===== config.mk =====
export PLATFORM = sky130hd
export DESIGN_NAME = slice_header_parser
export DESIGN_NICKNAME = d
export VERILOG_FILES = /design/src/rtl/prores_slice_pkg.sv /design/src/rtl/slice_header_parser.sv
export SDC_FILE = /design/constraint.sdc
export NUM_CORES = 1
export LEC_CHECK = 0
export CORE_AREA = 2 2 101 74
export CTS_CLUSTER_DIAMETER = 150
export DETAILED_ROUTE_END_ITERATION = 8
export DIE_AREA = 0 0 103 76
export PLACE_DENSITY = 0.78
export SLEW_MARGIN = 20
export SYNTH_ARGS = -nofsm -noshare
export SYNTH_HDL_FRONTEND = slang
export SYNTH_SLANG_ARGS = --single-unit

===== constraint.sdc =====
create_clock -name clock -period 2.5 [get_ports clock]
set_input_delay 0.5 -clock clock [delete_from_list [all_inputs] [get_ports clock]]
set_output_delay 0.5 -clock clock [all_outputs]
set_load 0.005 [all_outputs]

===== src/rtl/prores_slice_pkg.sv =====
// Shared definitions for the ProRes slice header parser: state encoding,
// header size thresholds and fixed field widths of the bitstream format.
package prores_slice_pkg;

  localparam int HDR_SIZE_W   = 5;
  localparam int QSCALE_W     = 8;
  localparam int PLANE_SIZE_W = 16;

  localparam logic [HDR_SIZE_W-1:0] SLICE_HDR_MIN_BYTES = 5'd6;
  localparam logic [HDR_SIZE_W-1:0] SLICE_HDR_CR_BYTES  = 5'd8;

  typedef enum logic [3:0] {
    ST_IDLE,
    ST_B0,
    ST_QS,
    ST_YH,
    ST_YL,
    ST_CBH,
    ST_CBL,
    ST_CRH,
    ST_CRL,
    ST_SKIP,
    ST_DONE
  } slice_state_t;

endpackage


===== src/rtl/slice_header_parser.sv =====
// Parses the byte-aligned slice header into size/qscale/plane-size fields and
// presents them to the coefficient-unpack stage with a valid/ack handshake.
module slice_header_parser
  import prores_slice_pkg::*;
(
  input  logic                    clock,
  input  logic                    reset_n,
  input  logic                    start,
  input  logic                    in_valid,
  input  logic [7:0]              in_data,
  output logic                    in_ready,
  output logic                    hdr_valid,
  input  logic                    hdr_ack,
  output logic [HDR_SIZE_W-1:0]   hdr_size,
  output logic [QSCALE_W-1:0]     qscale,
  output logic [PLANE_SIZE_W-1:0] y_size,
  output logic [PLANE_SIZE_W-1:0] cb_size,
  output logic [PLANE_SIZE_W-1:0] cr_size,
  output logic                    cr_present,
  output logic                    hdr_error,
  output logic                    busy
);

  slice_state_t          state, next_state;
  logic [HDR_SIZE_W-1:0] byte_cnt;
  logic [HDR_SIZE_W-1:0] cnt_inc;
  logic [HDR_SIZE_W-1:0] b0_size;
  logic                  accept;
  logic                  unused_reserved;

  assign in_ready        = (state != ST_IDLE) && (state != ST_DONE);
  assign hdr_valid       = (state == ST_DONE);
  assign busy            = (state != ST_IDLE);
  assign accept          = in_valid && in_ready;
  assign cnt_inc         = byte_cnt + 5'd1;
  assign b0_size         = in_data[7:3];
  assign unused_reserved = ^in_data[2:0];

  always_ff @(posedge clock or negedge reset_n) begin
    if (!reset_n) begin
      state <= ST_IDLE;
    end else begin
      state <= next_state;
    end
  end

  always_comb begin
    next_state = state;
    case (state)
      ST_IDLE: if (start) next_state = ST_B0;
      ST_B0: begin
        if (accept) begin
          next_state = (b0_size < SLICE_HDR_MIN_BYTES) ? ST_DONE : ST_QS;
        end
      end
      ST_QS:  if (accept) next_state = ST_YH;
      ST_YH:  if (accept) next_state = ST_YL;
      ST_YL:  if (accept) next_state = ST_CBH;
      ST_CBH: if (accept) next_state = ST_CBL;
      ST_CBL: begin
        if (accept) begin
          if (hdr_size == SLICE_HDR_MIN_BYTES) next_state = ST_DONE;
          else if (hdr_size >= SLICE_HDR_CR_BYTES) next_state = ST_CRH;
          else next_state = ST_SKIP;
        end
      end
      ST_CRH: if (accept) next_state = ST_CRL;
      ST_CRL: begin
        if (accept) begin
          next_state = (hdr_size == SLICE_HDR_CR_BYTES) ? ST_DONE : ST_SKIP;
        end
      end
      // Trailing bytes beyond the known fields are dropped until the header length is reached.
      ST_SKIP: if (accept && (cnt_inc == hdr_size)) next_state = ST_DONE;
      ST_DONE: if (hdr_ack) next_state = ST_IDLE;
      default: next_state = ST_IDLE;
    endcase
  end

  always_ff @(posedge clock or negedge reset_n) begin
    if (!reset_n) begin
      byte_cnt   <= '0;
      hdr_size   <= '0;
      qscale     <= '0;
      y_size     <= '0;
      cb_size    <= '0;
      cr_size    <= '0;
      cr_present <= 1'b0;
      hdr_error  <= 1'b0;
    end else begin
      if ((state == ST_IDLE) && start) begin
        byte_cnt   <= '0;
        hdr_size   <= '0;
        qscale     <= '0;
        y_size     <= '0;
        cb_size    <= '0;
        cr_size    <= '0;
        cr_present <= 1'b0;
        hdr_error  <= 1'b0;
      end
      if (accept) begin
        byte_cnt <= cnt_inc;
        case (state)
          ST_B0: begin
            hdr_size   <= b0_size;
            hdr_error  <= (b0_size < SLICE_HDR_MIN_BYTES);
            cr_present <= (b0_size >= SLICE_HDR_CR_BYTES);
          end
          ST_QS:   qscale        <= in_data;
          ST_YH:   y_size[15:8]  <= in_data;
          ST_YL:   y_size[7:0]   <= in_data;
          ST_CBH:  cb_size[15:8] <= in_data;
          ST_CBL:  cb_size[7:0]  <= in_data;
          ST_CRH:  cr_size[15:8] <= in_data;
          ST_CRL:  cr_size[7:0]  <= in_data;
          default: ;
        endcase
      end
    end
  end

endmodule


==> results of run 1 <==
flip-flops by register name, indices dropped and copies added, names as in the netlist:
register    flops
cb_size        16
cr_size        16
y_size         16
qscale          8
byte_cnt        5
hdr_size        5
state           4
cr_present      1
hdr_error       1
cells by family after synthesis:
kind of cell,synth area share (%)
fa+ha+maj,0.3780
compound gates,14.10
flops,54.44
xor+xnor,1.853
mux,0.9074
simple gates,24.20
buf+inv,4.121
cell usage after synthesis, types with 3 or more instances:
| cell type | number | area share [%] |
|---|---|---|
| nand2_1 | 128 | 15 |
| inv_1 | 4 | 0.45 |
| o21ai_0 | 56 | 8.5 |
| nor3_1 | 5 | 0.76 |
| nor2_1 | 12 | 1.4 |
| xor2_1 | 5 | 1.3 |
| nand3_1 | 19 | 2.9 |
| a21oi_1 | 4 | 0.60 |
| buf_2 | 9 | 1.4 |
| and3_1 | 3 | 0.57 |
| clkbuf_1 | 14 | 1.6 |
| nand2b_1 | 3 | 0.57 |
| dfrtp_1 | 72 | 54 |
worst max-delay path, cell delays in order (launching register included):
cell	delay, ns
dfrtp_1	0.59
xor2_1	0.15
or3_1	0.39
clkdlybuf4s50_1	0.47
metal layers:
layer  part of all wire [%]  routed length, um  GRT usage (%)
met3                    7.9                675          7.248
met1                     47               3967          33.41
met4                    1.1                 95          6.711
met2                     44               3789          33.83
met5                      0                  0              0
layout make-up:
cell class	count	area [um2]
repair buffers	93	913.4
multi-input cells	273	1383
fillers	615	2532
inverters	4	15.01
flip-flops and latches	72	1804
well taps	98	122.6
clock buffers	12	165.2
clock inverters	4	26.28
where the power goes:
| group | leakage (uW) | internal, uW | switching (uW) | total [uW] |
|---|---|---|---|---|
| sequential | 0.000962 | 1610 | 421 | 2030 |
| combinational | 0.000848 | 1200 | 950 | 2150 |
| clock | 0.0000988 | 442 | 436 | 877 |
| total | 0.00191 | 3250 | 1810 | 5060 |
how the worst max path moves through the flow:
stage                   from  endpoint  cells after the start
floorplan           in_valid  state[0]                      5
global placement       start  state[1]                      6
CTS                 state[3]  in_ready                      3
finish              state[1]  in_ready                      3
global route        state[1]  in_ready                      3
detailed placement     start  state[0]                      6
per-stage QoR:
stage | utilization [%] | hold slack (ns) | setup WS (ns) | TNS, ns | total power [uW]
finish | 63.62 | 0.1451 | 0.06413 | 0 | 5059
CTS | 63.46 | 0.1484 | 0.01855 | 0 | 5072
floorplan | - | 0.2044 | 0.5674 | 0 | 3020
global placement | 60.71 | 0.5011 | 0.1546 | 0 | 4094
global route | 63.62 | 0.1763 | -0.03318 | -0.04763 | 5419
detailed placement | 60.71 | 0.4945 | 0.1171 | 0 | 4174
==> results.ini, run 1 <==
[job]
max_cap_viol_count=0

[yosys]
syn-cell-area_um2=3309
yosys.cell_types.count=44
synth-seq-cells=72
synth_edf_count=0
syn_area_per_cell_um2=8.825
ys.flop_type=dfrtp_1
ys_warn_count=0
seq_area_frac_synth_pct=54.44
mappedNetlistNets=389
syn_inst=375
ys_async_sr_fraction_pct=100.0

[min_path]
hold_path.class=input port to async pin

[timing]
tightest_slew_ns=0.5875
drv_slew=0
fmax_ghz=0.4105
rsz0062_at_grt=yes
fin_crit_sh_pct=97.43
finalClockSkew_ns=0.008659
slew_headroom_pct=59.82
period_minus_slack_ns=2.436
hold_viol=0
finalSetupViolations=0

[drt]
drt_iter0_drc=172
route.detailed.drc=0
vias=2917
first_pass_iters=4
ant_nets=0
routed_wirelength_um=8527
avgViaCountPerCell=5.246
wl_per_cell_um=15.34

[final_layout]
area_growth_pct=33.84
finalInstanceArea_um2=4429
layout_commonest_cell=nand2_1
final_cells=556
final_nets=467
n_antenna_cell=0
mostFrequentLayoutCells=nand2_1 (127), clkdlybuf4s50_1 (77), dfrtp_1 (70)
drive_above_1_share_pct=10.70

[place]
gp_congestion=0.8878
place_area_um2=4227
dp.cells=540
port_buffers=78
hpwl_um=5938

[worst_setup_path]
crit_fanout=10
ff2ff_path_depth=5
r2r_end=state[0]
arrival_ns=1.94
end_kind=output pin
cp.required_ns=2.00
reg2reg_slack_ns=0.37
regToRegStartpoint=state[1]
crit_type=flop to output pin
start_kind=flop

[die]
die_h_um=76
initial_core_util_pct=47.54
die_area_um2=7828
rows=26
pin_count=79
die-width_um=103
fp.coreArea_um2=6962

[clock_tree]
clk_pin_slew_ns=0.08
insertion_delay_ns=0.35
cts_hold_buffers=0
root_buffer=clkbuf_8
cts_tree=yes
cts_buffers=9
cts.sinks=72
cts_setup_buffers=0
cts_resized=0
htree_levels=3
cts.path.max_buffers=2

[global_route]
grt_pass1_vias=2848
grt_overflow_total=0
grt_max_degree=64
track_usage_pct=23.19
grt_pass1_wl_um=14080
antenna_found_initial=0

[power]
ir_drop_uv=434.7
p_per_area_nw_per_um2=1142
leakage_uw=0.001910

[outcome]
status=finished, final reports clean

Note: power is estimated with default switching activity, not from simulation.
==> run 2, diff against run 1 <==
HOLD_SLACK_MARGIN = 0.02   (was default)
==> results of run 2 <==
Final layout, timing and power as in run 1 (identical DEF).
==> run 3, diff against run 2 <==
clock period = 2.4 ns   (was 2.5 ns; I/O delays follow)
==> results.ini, run 3 (synthesis gave the netlist of run 1 again) <==
[final_layout]
area_growth_pct=36.11
multi_input_area_um2=1388  ; +0.36%
n_antenna_cell=0  ; unchanged
layout_commonest_cell=nand2_1
final_nets=476  ; +1.9%
regArea_um2=1807  ; +0.14%
fin_util_pct=64.70  ; +1.1 points
fill_cells=580  ; -5.7%
mostFrequentLayoutCells=nand2_1 (127), clkdlybuf4s50_1 (77), dfrtp_1 (68)
drive_above_1_share_pct=13.06  ; +2.4 points
reg_top3=cb_size (16), cr_size (16), y_size (16)

[min_path]
hold_path.class=input port to async pin

[worst_setup_path]
start_kind=flop
regToRegStartpoint=state[1]
end_kind=output pin
endpoint=in_ready
crit_fanout=7  ; -3
ff2ff_path_depth=6  ; +1
cp.required_ns=1.92  ; -0.08 ns
arrival_ns=1.85  ; -0.09 ns
crit_type=flop to output pin
r2r_end=state[1]
critPathLaunch=state[3]
reg2reg_slack_ns=0.29  ; -0.08 ns

[clock_tree]
root_buffer=clkbuf_8
htree_levels=3  ; unchanged
cts_buffers=9  ; unchanged
clk_pin_slew_ns=0.07  ; about the same
insertion_delay_ns=0.34  ; about the same
cts.path.max_buffers=2  ; unchanged
cts.sinks=72  ; unchanged
cts_tree=yes

[timing]
setup_slack_ns=0.07250  ; +0.008368 ns
drv_slew=0  ; unchanged
fmax_ghz=0.4296
fin_crit_sh_pct=96.98
hold_viol=0  ; unchanged
finalSetupViolations=0  ; unchanged
fin_setup_tns_ns=0  ; unchanged
period_minus_slack_ns=2.328
rsz0062_at_grt=no
slew_headroom_pct=64.47  ; +4.6 points
tightest_slew_ns=0.5195  ; -0.06793 ns
holdWs_ns=0.1106  ; -0.03443 ns
finalClockSkew_ns=0.006191  ; -0.002468 ns

[outcome]
status=finished, final reports clean

[die]
rows=26  ; unchanged
initial_core_util_pct=47.54  ; unchanged
die-width_um=103  ; unchanged
die_h_um=76  ; unchanged
die_area_um2=7828  ; unchanged
pin_count=79  ; unchanged
fp.coreArea_um2=6962  ; unchanged

[job]
max_cap_viol_count=0  ; unchanged

[drt]
routed_wirelength_um=9138  ; +7.2%
wl_per_cell_um=16.17  ; +5.5%
avgViaCountPerCell=5.338  ; +1.7%
route.detailed.drc=0  ; unchanged
first_pass_iters=7  ; +3
vias=3016  ; +3.4%
ant_nets=0  ; unchanged
drt_iter0_drc=240  ; +40%

[global_route]
grt_max_degree=26  ; -59%
grt_pass1_vias=2904  ; +2.0%
grt_overflow_total=0  ; unchanged
track_usage_pct=24.53  ; +1.3 points
antenna_found_initial=0  ; unchanged
grt_pass1_wl_um=14860  ; +5.5%

[power]
leakage_uw=0.001949  ; +2.0%
ir_drop_uv=445.3  ; +2.4%
p_per_area_nw_per_um2=1212  ; +6.1%

[place]
hpwl_um=6395  ; +7.7%
port_buffers=78  ; unchanged
gp_congestion=0.8877  ; about the same
dp_slack_ns=0.05692  ; -0.06017 ns

[run 3: cell count changes in the layout (fill, tap and decap cells not counted), sizes merged]
cell / delta
buf: +9
bufinv: +1
clkbuf: -1
clkinvlp: +1
inv: -1
[run 3: critical path: stages, from the launching register on]
cell and delay (ns):
dfrtp_2 0.49, xor2_1 0.21, or3_4 0.36, clkdlybuf4s50_1 0.45
[run 3: stage by stage]
step,std cells,area (um2),power [uW]
floorplan,375,3309,3146
global placement,545,4252,4293
detailed placement,545,4252,4396
CTS,561,4474,5415
global route,565,4504,5820
finish,565,4504,5461
[run 3: final cells by class]
class,count,area share (%)
flip-flops and latches,72,40.11
multi-input cells,273,30.81
repair buffers,102,21.44
clock inverters,5,1.222
well taps,98,2.722
clock buffers,11,3.361
inverters,4,0.3333
[run 3: worst min path at each step]
stage	startpoint	endpoint	slack, ns	cells after the start
3_5_place_dp	reset_n	qscale[3]	0.48	1
3_3_place_gp	reset_n	qscale[3]	0.46	1
2_1_floorplan	reset_n	byte_cnt[0]	0.18	0
4_1_cts	reset_n	byte_cnt[3]	0.11	1
5_1_grt	reset_n	qscale[6]	0.13	1
6_report	reset_n	qscale[6]	0.11	1
[run 3: report_power, final]
part           total [uW]  internal [uW]  switching [uW]
registers            2100           1680             425
clock network         972            533             439
logic                2390           1320            1070
total                5460           3530            1930
[run 3: what timing repair did]
action                                  CTS  global route
gates resized for setup                   4             2
hold buffers                              0             0
buffers inserted                          0             4
endpoints found under the setup margin    3             3
gates cloned                              0             0
[run 3: routing by layer]
metal,vias up,track usage (%),part of all wire [%]
li1,1421,-,-
met1,1470,36.78,46
met2,116,35.58,45
met3,9,5.780,7.5
met4,0,7.105,0.88
met5,-,0,0
